<file path="src/rtl/regfile_writeback_pkg.sv">
// Shared core package: register index width helper and the writeback source
// encoding used by the writeback stage and the register file bench.
package regfile_writeback_pkg;

    typedef enum logic [1:0] {
        WB_NONE = 2'd0,
        WB_ALU  = 2'd1,
        WB_LD   = 2'd2
    } wb_src_e;

    // Width of a register index for a file of num_regs entries (at least 1 bit)
    function automatic int rw_width(input int num_regs);
        return (num_regs > 1) ? $clog2(num_regs) : 1;
    endfunction

endpackage

</file>
<file path="src/rtl/regfile_writeback_ld_scoreboard.sv">
// Outstanding-load tracker: one pending bit per register plus a count of loads
// in flight. It decides whether a new load may issue and answers pending
// lookups for the hazard logic in the writeback stage.
module ld_scoreboard
    import regfile_writeback_pkg::*;
#(
    parameter int NUM_REGS   = 32,
    parameter bit R0_IS_ZERO = 1'b1,
    parameter int MAX_LD     = 4,
    parameter int RW         = rw_width(NUM_REGS)
) (
    input  logic          Clk_i,
    input  logic          Rst_ni,
    input  logic          issue,
    input  logic [RW-1:0] issue_rd,
    output logic          issue_ready,
    input  logic          rsp_consumed,
    input  logic [RW-1:0] rsp_rd,
    input  logic [RW-1:0] ra_sel,
    input  logic [RW-1:0] rb_sel,
    input  logic [RW-1:0] alu_rd,
    output logic          ra_pend,
    output logic          rb_pend,
    output logic          alu_pend
);

    localparam int CW = $clog2(MAX_LD + 1);
    localparam logic [CW-1:0] MAX_CNT = CW'(MAX_LD);

    logic [NUM_REGS-1:0] pend;
    logic [NUM_REGS-1:0] pend_next;
    logic [CW-1:0]       ld_cnt;
    logic                issue_accept;
    logic                issue_to_zero;

    // A retiring response frees a slot in the same cycle, so a full tracker can
    // still accept; a load to an already-pending register must wait so a set and
    // a clear of the same bit never land together.
    assign issue_ready   = ((ld_cnt < MAX_CNT) || rsp_consumed) && !pend[issue_rd];
    assign issue_accept  = issue && issue_ready;
    assign issue_to_zero = R0_IS_ZERO && (issue_rd == '0);

    assign ra_pend  = pend[ra_sel];
    assign rb_pend  = pend[rb_sel];
    assign alu_pend = pend[alu_rd];

    // Next pending vector: clear on retiring response, set on accepted issue
    always_comb begin
        pend_next = pend;
        if (rsp_consumed) begin
            pend_next[rsp_rd] = 1'b0;
        end
        if (issue_accept && !issue_to_zero) begin
            pend_next[issue_rd] = 1'b1;
        end
    end

    // Pending bits; reset discards every outstanding load
    always_ff @(posedge Clk_i or negedge Rst_ni) begin
        if (!Rst_ni) begin
            pend <= '0;
        end else begin
            pend <= pend_next;
        end
    end

    // Loads in flight; an unexpected response cannot drive the count below zero
    always_ff @(posedge Clk_i or negedge Rst_ni) begin
        if (!Rst_ni) begin
            ld_cnt <= '0;
        end else if (issue_accept && !rsp_consumed) begin
            ld_cnt <= ld_cnt + CW'(1);
        end else if (!issue_accept && rsp_consumed && (ld_cnt != '0)) begin
            ld_cnt <= ld_cnt - CW'(1);
        end
    end

endmodule

</file>
<file path="src/rtl/regfile_writeback.sv">
// Writeback stage owning the register file write port. ALU results win over
// load responses; the chosen write is registered, and its value is forwarded
// to the read ports during the cycle before the register file commits it.
module regfile_writeback
    import regfile_writeback_pkg::*;
#(
    parameter int REG_WIDTH  = 32,
    parameter int NUM_REGS   = 32,
    parameter bit R0_IS_ZERO = 1'b1,
    parameter int MAX_LD     = 4,
    parameter int RW         = rw_width(NUM_REGS)
) (
    input  logic                 Clk_i,
    input  logic                 Rst_ni,
    input  logic                 Alu_We_i,
    input  logic [RW-1:0]        Alu_Rd_i,
    input  logic [REG_WIDTH-1:0] Alu_Data_i,
    input  logic                 Ld_Issue_i,
    input  logic [RW-1:0]        Ld_Issue_Rd_i,
    output logic                 Ld_Issue_Ready_o,
    input  logic                 Ld_Valid_i,
    input  logic [RW-1:0]        Ld_Rd_i,
    input  logic [REG_WIDTH-1:0] Ld_Data_i,
    output logic                 Ld_Ready_o,
    input  logic [RW-1:0]        Ra_Sel_i,
    input  logic [RW-1:0]        Rb_Sel_i,
    input  logic                 Ra_Use_i,
    input  logic                 Rb_Use_i,
    input  logic [REG_WIDTH-1:0] Ra_Rf_i,
    input  logic [REG_WIDTH-1:0] Rb_Rf_i,
    output logic [REG_WIDTH-1:0] Ra_o,
    output logic [REG_WIDTH-1:0] Rb_o,
    output logic                 Stall_o,
    output logic                 Wb_We_o,
    output logic [RW-1:0]        Wb_Rd_o,
    output logic [REG_WIDTH-1:0] Wb_Data_o
);

    wb_src_e wb_src;
    logic    ld_consumed;
    logic    alu_rd_zero;
    logic    ld_rd_zero;
    logic    ra_pend;
    logic    rb_pend;
    logic    alu_pend;

    assign Ld_Ready_o  = !Alu_We_i;
    assign ld_consumed = Ld_Valid_i && !Alu_We_i;
    assign alu_rd_zero = R0_IS_ZERO && (Alu_Rd_i == '0);
    assign ld_rd_zero  = R0_IS_ZERO && (Ld_Rd_i == '0);

    ld_scoreboard #(
        .NUM_REGS   (NUM_REGS),
        .R0_IS_ZERO (R0_IS_ZERO),
        .MAX_LD     (MAX_LD),
        .RW         (RW)
    ) u_ld_scoreboard (
        .Clk_i        (Clk_i),
        .Rst_ni       (Rst_ni),
        .issue        (Ld_Issue_i),
        .issue_rd     (Ld_Issue_Rd_i),
        .issue_ready  (Ld_Issue_Ready_o),
        .rsp_consumed (ld_consumed),
        .rsp_rd       (Ld_Rd_i),
        .ra_sel       (Ra_Sel_i),
        .rb_sel       (Rb_Sel_i),
        .alu_rd       (Alu_Rd_i),
        .ra_pend      (ra_pend),
        .rb_pend      (rb_pend),
        .alu_pend     (alu_pend)
    );

    // Pick this cycle's write source, ALU first
    always_comb begin
        wb_src = WB_NONE;
        if (Alu_We_i) begin
            wb_src = WB_ALU;
        end else if (ld_consumed) begin
            wb_src = WB_LD;
        end
    end

    // Registered write port; writes to a hard-wired zero register keep the
    // select and data but never assert the enable
    always_ff @(posedge Clk_i or negedge Rst_ni) begin
        if (!Rst_ni) begin
            Wb_We_o   <= 1'b0;
            Wb_Rd_o   <= '0;
            Wb_Data_o <= '0;
        end else begin
            case (wb_src)
                WB_ALU: begin
                    Wb_We_o   <= !alu_rd_zero;
                    Wb_Rd_o   <= Alu_Rd_i;
                    Wb_Data_o <= Alu_Data_i;
                end
                WB_LD: begin
                    Wb_We_o   <= !ld_rd_zero;
                    Wb_Rd_o   <= Ld_Rd_i;
                    Wb_Data_o <= Ld_Data_i;
                end
                default: begin
                    Wb_We_o <= 1'b0;
                end
            endcase
        end
    end

    // Hold decode on a RAW hazard against a pending load, or when an ALU write
    // would overtake a pending load to the same register
    assign Stall_o = (Ra_Use_i && ra_pend) || (Rb_Use_i && rb_pend) || (Alu_We_i && alu_pend);

    // Bypass the in-flight write until the register file has committed it
    assign Ra_o = (Wb_We_o && (Wb_Rd_o == Ra_Sel_i)) ? Wb_Data_o : Ra_Rf_i;
    assign Rb_o = (Wb_We_o && (Wb_Rd_o == Rb_Sel_i)) ? Wb_Data_o : Rb_Rf_i;

endmodule

</file>
<file path="config.mk">
export PLATFORM = sky130hd
export DESIGN_NAME = regfile_writeback
export DESIGN_NICKNAME = d
export VERILOG_FILES = /design/src/rtl/regfile_writeback_pkg.sv /design/src/rtl/regfile_writeback_ld_scoreboard.sv /design/src/rtl/regfile_writeback.sv
export SDC_FILE = /design/constraint.sdc
export NUM_CORES = 1
export LEC_CHECK = 0
export ABC_AREA = 1
export CORE_MARGIN = 4
export CORE_UTILIZATION = 38
export CTS_CLUSTER_SIZE = 10
export DETAILED_ROUTE_END_ITERATION = 8
export PLACE_DENSITY = 0.79
export SYNTH_ARGS = -nofsm -noshare
export SYNTH_HDL_FRONTEND = slang
export SYNTH_SLANG_ARGS = --single-unit
</file>
<file path="constraint.sdc">
create_clock -name Clk_i -period 1.7 [get_ports Clk_i]
set_input_delay 0.34 -clock Clk_i [delete_from_list [all_inputs] [get_ports Clk_i]]
set_output_delay 0.34 -clock Clk_i [all_outputs]
set_load 0.005 [all_outputs]
</file>
==> results.tsv, run 1 <==
metric	value	unit
area of the multi-input gates	3779	µm²
largest area contributor in the netlist	dfrtp_1	
clock slew seen by the registers of the worst setup and hold paths	0.06	ns
CP Launch Point	Wb_Rd_o[2]	
RSZ-0062 raised after global routing	yes	
Max clock buf depth	2	
worst r2r dst	Wb_Rd_o[2]	
CTS tree	done	
final wirelength	30.54	mm
initial antenna violation count	0	
largest stage delay on the critical path	0.40	ns
# hold bufs at CTS	0	
via count	8169	
Worst path slowest cell	dfrtp_1	
share of cells above drive strength 1	36.32	%
die height	127.1	µm
Clock Skew	0.01012	ns
clk root buf	clkbuf_16	
Crit path max-delay family	buffers and inverters	
Core ar.	13880	µm²
Cell Rows	43	
remaining antenna violation count	0	
Yosys warning total	0	
Async SR Flop Fraction	100.0	%
Cells after Synth	816	
EDFF count, synth	0	
Sink Count	73	
final net count	1374	
Die X	127.1	µm
Peak supply drop	0.0004624	V
critical-path cell list	buf_4 -> a221oi_4 -> nand3_2 -> buf_8 -> clkbuf_16 -> o21ai_1 -> buf_2	
Die ar.	16160	µm²
first-pass GRT wire length	42.44	mm
Crit Path Class	register to primary output	
HP Class	input pin to async pin	
DP HPWL	19.02	mm
static leakage	4.834	nW
Syn Std Cell Area	5394	µm²
Critical Path End	Ra_o[22]	
fin cells	1397	
Slew Viols, Final	0	
Pre-Repair DR Iteration Count	6	
Starting Density	38.86	%
routed len/inst	21.86	µm
input/output buffers	264	
R2R cell count	17	
Yosys cell types	32	
status	finished, violations left	
Max-slew headroom	72.24	%
placed insts	1337	
grt ovf	0	
syn_nets	977	
synth top area cells	dfrtp_1 34%, nand2_1 18%, o21ai_0 13%	
failing checks	negative setup slack	
via count of the first global-routing pass	7688	
crit path capture type	primary output	
Global Route Usage Sum	33.59	%
Final WS setup	-0.6912	ns
ys flop type	dfrtp_1	
r2r startpoint	Wb_Rd_o[2]	
H-tree depth	3	
final instance area	10560	µm²
Final GP Congestion	1.005	
Final Hold Fails	0	
max cap viols	0	
largest net degree at the start of global routing	74	
vias per inst	5.848	
Starting DRT DRC Count	1135	
critical path launch point type	register	
CTS buffer count	9	
Crit path arrival time	2.05	ns
Clk Latency, worst-skew pair	0.35	ns
Synth Area per Inst	6.610	µm²
post-synth top area share	33.87	%
sequential cell area	1842	µm²
FILL cells	930	
FMAX	418.2	MHz
dpl cell area	9062	µm²
Crit path buffers/inverters	4	
Top Ports	265	
number of diodes	0	
worst-path maximum fanout	8	
slack of the worst reg-to-reg path	-0.64	ns
Worst-Margin Slew	0.4164	ns
Final Cycle Share	140.7	%
Crit path depth	7	
crit path time final	2.391	ns
Cell Pwr Density	823.3	nW/µm²
CP required	1.36	ns
utilization after layout	76.09	%
Seq/Total Area, Yosys	33.87	%
# setup viols final	101	
Layout area overhead	95.80	%
Yosys reg bits	73	
drc violations	0	
## power breakdown
group          total, mW  internal (mW)  switching (mW)
Combinational       3.96           2.00            1.95
Clock               2.08           1.28           0.800
Sequential          2.66           2.14           0.516
## state kept, by name, summed over array words and instances (netlist names)
name / flops
u_ld_scoreboard.pend: 32
Wb_We_o: 1
Wb_Rd_o: 5
u_ld_scoreboard.ld_cnt: 3
Wb_Data_o: 32
## timing repair
| action | CTS | global route |
|---|---|---|
| gates resized for setup | 408 | 175 |
| endpoints found under the setup margin | 104 | 102 |
| pin swaps | 29 | 41 |
| cloned | 10 | 5 |
| buffers inserted | 28 | 6 |
## cell usage in the layout (no fill, tap or decap), drive strengths merged, types with 4 or more instances in the layout
cell	synthesis	layout
o22ai	7	7
nand2	257	257
o21bai	4	4
a21oi	15	15
o21ai	172	172
nand3	35	35
dfrtp	73	73
nand4	4	4
clkinv	2	4
buf	6	217
nor2	58	58
dlygate4sd2	0	12
o221ai	14	14
clkdlybuf4s50	0	175
clkbuf	35	26
o211ai	38	38
nor3	9	9
inv	76	76
## cells by family (layout without fill, tap and decap cells)
logic type | Yosys count | in the layout | synth area share, %
simple gates | 364 | 364 | 27.00
compound gates | 258 | 258 | 29.67
buf+inv | 119 | 520 | 8.931
flops | 73 | 73 | 33.87
fa+ha+maj | 1 | 1 | 0.3712
xor+xnor | 1 | 1 | 0.1624
## layout make-up
cell class / count / area share [%]
clock buffer: 10 / 2.168
clock inverter: 5 / 0.7700
inverter: 78 / 2.962
multi-input combinational: 624 / 35.78
sequential: 73 / 17.44
tap: 180 / 2.132
timing repair buffer: 427 / 38.75
## Yosys cell counts, types with 9 or more instances
cell type,count
o211ai_1,38
nand2_1,254
clkbuf_1,35
nand3_1,35
o21ai_2,30
nor3_1,9
inv_1,75
dfrtp_1,73
a21oi_1,15
o221ai_1,14
o21ai_0,140
nor2_1,54
## routing by layer
layer  share of wire (%)  GRT usage [%]  routed length (µm)  vias to the layer above
met1                  37          42.70               11170                     3795
met4                 5.0          12.74                1530                        0
met5                   0              0                   0                        -
met2                  47          55.45               14230                      671
met3                  12          8.110                3604                      148
li1                    -              -                   -                     3555
## per-stage QoR
stage                     hold slack (ns)  setup slack [ns]  total power, mW  setup TNS [ns]
after floorplan                   0.04441           -0.1566            3.897         -0.2903
after global placement             0.3882            -1.114            5.648          -85.01
after detailed placement           0.3863            -1.162            5.722          -87.84
after CTS                         0.02597           -0.6568            8.113          -40.99
after global routing              0.04643           -0.7362            9.075          -50.29
final                            0.005093           -0.6912            8.696          -43.05
## worst min-delay path by stage
stage | to | slack, ns
after global routing | u_ld_scoreboard.pend[1] | 0.05
after floorplan | Wb_Data_o[0] | 0.04
after global placement | u_ld_scoreboard.pend[25] | 0.39
after detailed placement | u_ld_scoreboard.pend[25] | 0.39
after CTS | Wb_Data_o[10] | 0.03
final | u_ld_scoreboard.pend[25] | 0.005
## worst reg2reg max path, stage by stage (launching register included)
cell and delay (ns):
dfrtp_1 0.38, inv_2 0.07, buf_4 0.13, buf_4 0.13, buf_4 0.13, buf_4 0.13, buf_4 0.12, buf_4 0.12
buf_6 0.10, buf_6 0.10, buf_6 0.10, buf_6 0.11, buf_6 0.10, buf_6 0.10, buf_6 0.10, buf_6 0.10
buf_6 0.10, o221ai_2 0.12
Power figures use the tool's default switching activity.
==> run 2: changes to the inputs <==
--- a/config.mk
+++ b/config.mk
@@ -10,6 +10,7 @@
 export CORE_UTILIZATION = 38
 export CTS_CLUSTER_SIZE = 10
 export DETAILED_ROUTE_END_ITERATION = 8
+export GPL_ROUTABILITY_DRIVEN = 1
 export PLACE_DENSITY = 0.79
 export SYNTH_ARGS = -nofsm -noshare
 export SYNTH_HDL_FRONTEND = slang
==> results of run 2 <==
No change in the layout: final DEF, timing and power equal those of run 1.
==> run 3: changes to the inputs <==
--- a/config.mk
+++ b/config.mk
@@ -7,11 +7,12 @@
 export LEC_CHECK = 0
 export ABC_AREA = 1
 export CORE_MARGIN = 4
-export CORE_UTILIZATION = 38
+export CORE_UTILIZATION = 43
 export CTS_CLUSTER_SIZE = 10
 export DETAILED_ROUTE_END_ITERATION = 8
 export GPL_ROUTABILITY_DRIVEN = 1
-export PLACE_DENSITY = 0.79
+export PLACE_DENSITY = 0.82
 export SYNTH_ARGS = -nofsm -noshare
 export SYNTH_HDL_FRONTEND = slang
+export SYNTH_HIERARCHICAL = 1
 export SYNTH_SLANG_ARGS = --single-unit
==> constraint.sdc (replaced) <==
create_clock -name Clk_i -period 2.5 [get_ports Clk_i]
set_input_delay 0.5 -clock Clk_i [delete_from_list [all_inputs] [get_ports Clk_i]]
set_output_delay 0.5 -clock Clk_i [all_outputs]
set_load 0.005 [all_outputs]
==> run 3 against run 2 <==
- the run still ends with negative setup slack left
- clock skew shrank 0.0052 ns
- critical path depth grew 3
- clock power shrank 37%
- routed wire length shrank 0.56%
- sequential share of layout area grew 0.51 points
- combinational power shrank 40%
- synthesized area grew 11%
- die area shrank 1.8%
- sequential cell count is the same
- clock-buffer cell count grew 1
==> results.tsv, run 3 <==
metric	value	unit
Starting DRT DRC Count	1140	
count leader, synth	nand2_1	
Yosys warning total	6	
r2r startpoint	u_ld_scoreboard/pend[0]	
static leakage	4.921	nW
via count	8547	
utilization after layout	75.92	%
Layout area overhead	70.70	%
largest area contributor in the netlist	dfrtp_1	
FILL cells	989	
first-pass GRT wire length	44.38	mm
Sink Count	73	
leading cell types in the layout, fill and taps excluded	391 x nand2_1, 182 x clkdlybuf4s50_1, 121 x nand3_1	
via count of the first global-routing pass	7982	
Post-synth top cells	402 x nand2_1, 128 x nand3_1, 78 x o21ai_0	
clk root buf	clkbuf_16	
share of cells above drive strength 1	20.66	%
routed len/inst	20.60	µm
Cells after Synth	947	
Final Hold Fails	0	
most used cell, CP	nand2_1	
drc violations	0	
R2R cell count	15	
status	finished, violations left	
vias per inst	5.799	
Total Power	5.558	mW
Die X	126.0	µm
Clock Skew	0.004930	ns
CTS buffer count	9	
commonest non-fill, non-tap cell in the layout	nand2_1	
biggest regs	Wb_Data_o: 32 flops, u_ld_scoreboard/pend: 32 flops, Wb_Rd_o: 5 flops	
DP HPWL	20.51	mm
setup TNS	-0.1341	ns
clock slew seen by the registers of the worst setup and hold paths	0.06	ns
Cell Pwr Density	544.2	nW/µm²
EDFF count, synth	0	
grt ovf	0	
Slew Viols, Final	0	
Die ar.	15870	µm²
Starting Density	44.48	%
worst-path maximum fanout	16	
remaining antenna violation count	0	
Yosys reg bits	73	
worst r2r dst	u_ld_scoreboard/ld_cnt[2]	
Clk Latency, worst-skew pair	0.35	ns
fin cells	1474	
syn_nets	1108	
largest stage delay on the critical path	0.50	ns
placed insts	1410	
Global Route Usage Sum	35.30	%
slack of the worst reg-to-reg path	0.30	ns
Final WS setup	-0.1051	ns
Worst path slowest cell	clkdlybuf4s50_1	
die height	126.0	µm
final net count	1455	
failing checks	negative setup slack	
synth top area cells	dfrtp_1 31%, nand2_1 25%, nand3_1 11%	
max cap viols	0	
pre-CTS WS	-0.6417	ns
Core ar.	13450	µm²
# hold bufs at CTS	0	
crit path time final	2.605	ns
Top Ports	265	
Cell Rows	42	
# setup viols final	3	
critical-path cell list	inv_2 -> buf_4 -> nand2_1 -> nand2_1 -> nor2_2 -> nand3_4 -> buf_12 -> nand2_1 -> nand2_1 -> clkdlybuf4s50_1	
Async SR Flop Fraction	100.0	%
Synth Area per Inst	6.318	µm²
final wirelength	30.37	mm
Syn Std Cell Area	5983	µm²
Peak supply drop	0.0006302	V
H-tree depth	3	
Max-slew headroom	69.37	%
input/output buffers	264	
Seq/Total Area, Yosys	30.53	%
HP Class	input pin to async pin	
CP required	2.00	ns
Pre-Repair DR Iteration Count	6	
Final Cycle Share	104.2	%
Crit Path Class	register to primary output	
largest net degree at the start of global routing	43	
post-synth top area share	30.53	%
Yosys cell types	32	
CTS tree	done	
Final GP Congestion	0.9632	
Max clock buf depth	2	
Worst-Margin Slew	0.4595	ns
RSZ-0062 raised after global routing	yes	
FMAX	383.9	MHz
critical path launch point type	register	
ys flop type	dfrtp_1	
Crit path arrival time	2.11	ns
crit path capture type	primary output	
initial antenna violation count	1	
[run 3: cell types whose count changed in the layout (fill, tap and decap cells not counted), sizes merged, moves of 19 or more]
cell / previous run / this run
o211ai: 38 / 9
buf: 217 / 128
inv: 76 / 57
nand2: 257 / 407
nand3: 35 / 131
o21ai: 172 / 100
[run 3: power breakdown]
part | leakage, nW | switching (mW) | internal [mW] | total, mW
combinational | 3.89 | 1.19 | 1.18 | 2.37
sequential | 0.897 | 0.425 | 1.44 | 1.87
clock | 0.137 | 0.526 | 0.788 | 1.31
[run 3: worst max-delay path by stage]
stage                start       to
3_5_place_dp   Ra_Sel_i[0]  Stall_o
3_3_place_gp   Ra_Sel_i[0]  Stall_o
5_1_grt         Wb_Rd_o[1]  Rb_o[8]
6_report        Wb_Rd_o[4]  Rb_o[8]
4_1_cts         Wb_Rd_o[3]  Rb_o[8]
2_1_floorplan  Ra_Sel_i[0]  Stall_o
[run 3: cell families (layout without fill, tap and decap cells)]
group	count (synthesis)	count (layout)	synth area share [%]
AOI/OAI and AO/OA	151	151	15.43
DFF	73	73	30.53
adders and majority gates	1	1	0.3346
xor gates and xnor gates	2	2	0.2928
muxes	2	2	0.3346
and+or+nand+nor	616	616	43.81
buffers and inverters	102	452	9.264
other	0	1	0
[run 3: cell type report]
class	instances	area [µm²]	share of cell area, %
Clock buffer	11	242.7	2.377
Timing Repair Buffer	380	3862	37.82
Timing Repair inverter	1	5.005	0.04900
Multi-Input combinational cell	772	3789	37.09
Clock inverter	3	42.54	0.4165
Antenna cell	1	2.502	0.02450
Inverter	57	216.5	2.119
Sequential cell	73	1833	17.95
Tap cell	176	220.2	2.156
[run 3: repair_timing]
item | CTS | global route
setup buffers | 28 | 13
pin swaps | 9 | 24
gates resized for setup | 177 | 114
cloned | 10 | 1
endpoints found under the setup margin | 66 | 59
[run 3: through the flow]
stage	hold slack, ns	area (µm²)
4_1_cts	0.1046	10090
6_report	0.09882	10210
2_1_floorplan	0.2044	5983
5_1_grt	0.1244	10210
3_5_place_dp	0.4735	9221
3_3_place_gp	0.4740	9221
[run 3: metal layers]
layer / track usage, % / routed length [µm] / share of wire (%) / vias up
met5: 0 / 0 / 0 / -
met4: 14.32 / 1466 / 4.8 / 0
met3: 9.483 / 3844 / 13 / 154
met2: 57.68 / 14290 / 47 / 688
met1: 44.37 / 10770 / 35 / 3900
li1: - / - / - / 3805
[run 3: critical path, delay by kind of cell (launching register included)]
family        cells  cell delay [ns]
buf+inv           4             0.87
flops             1             0.44
simple gates      6             0.43
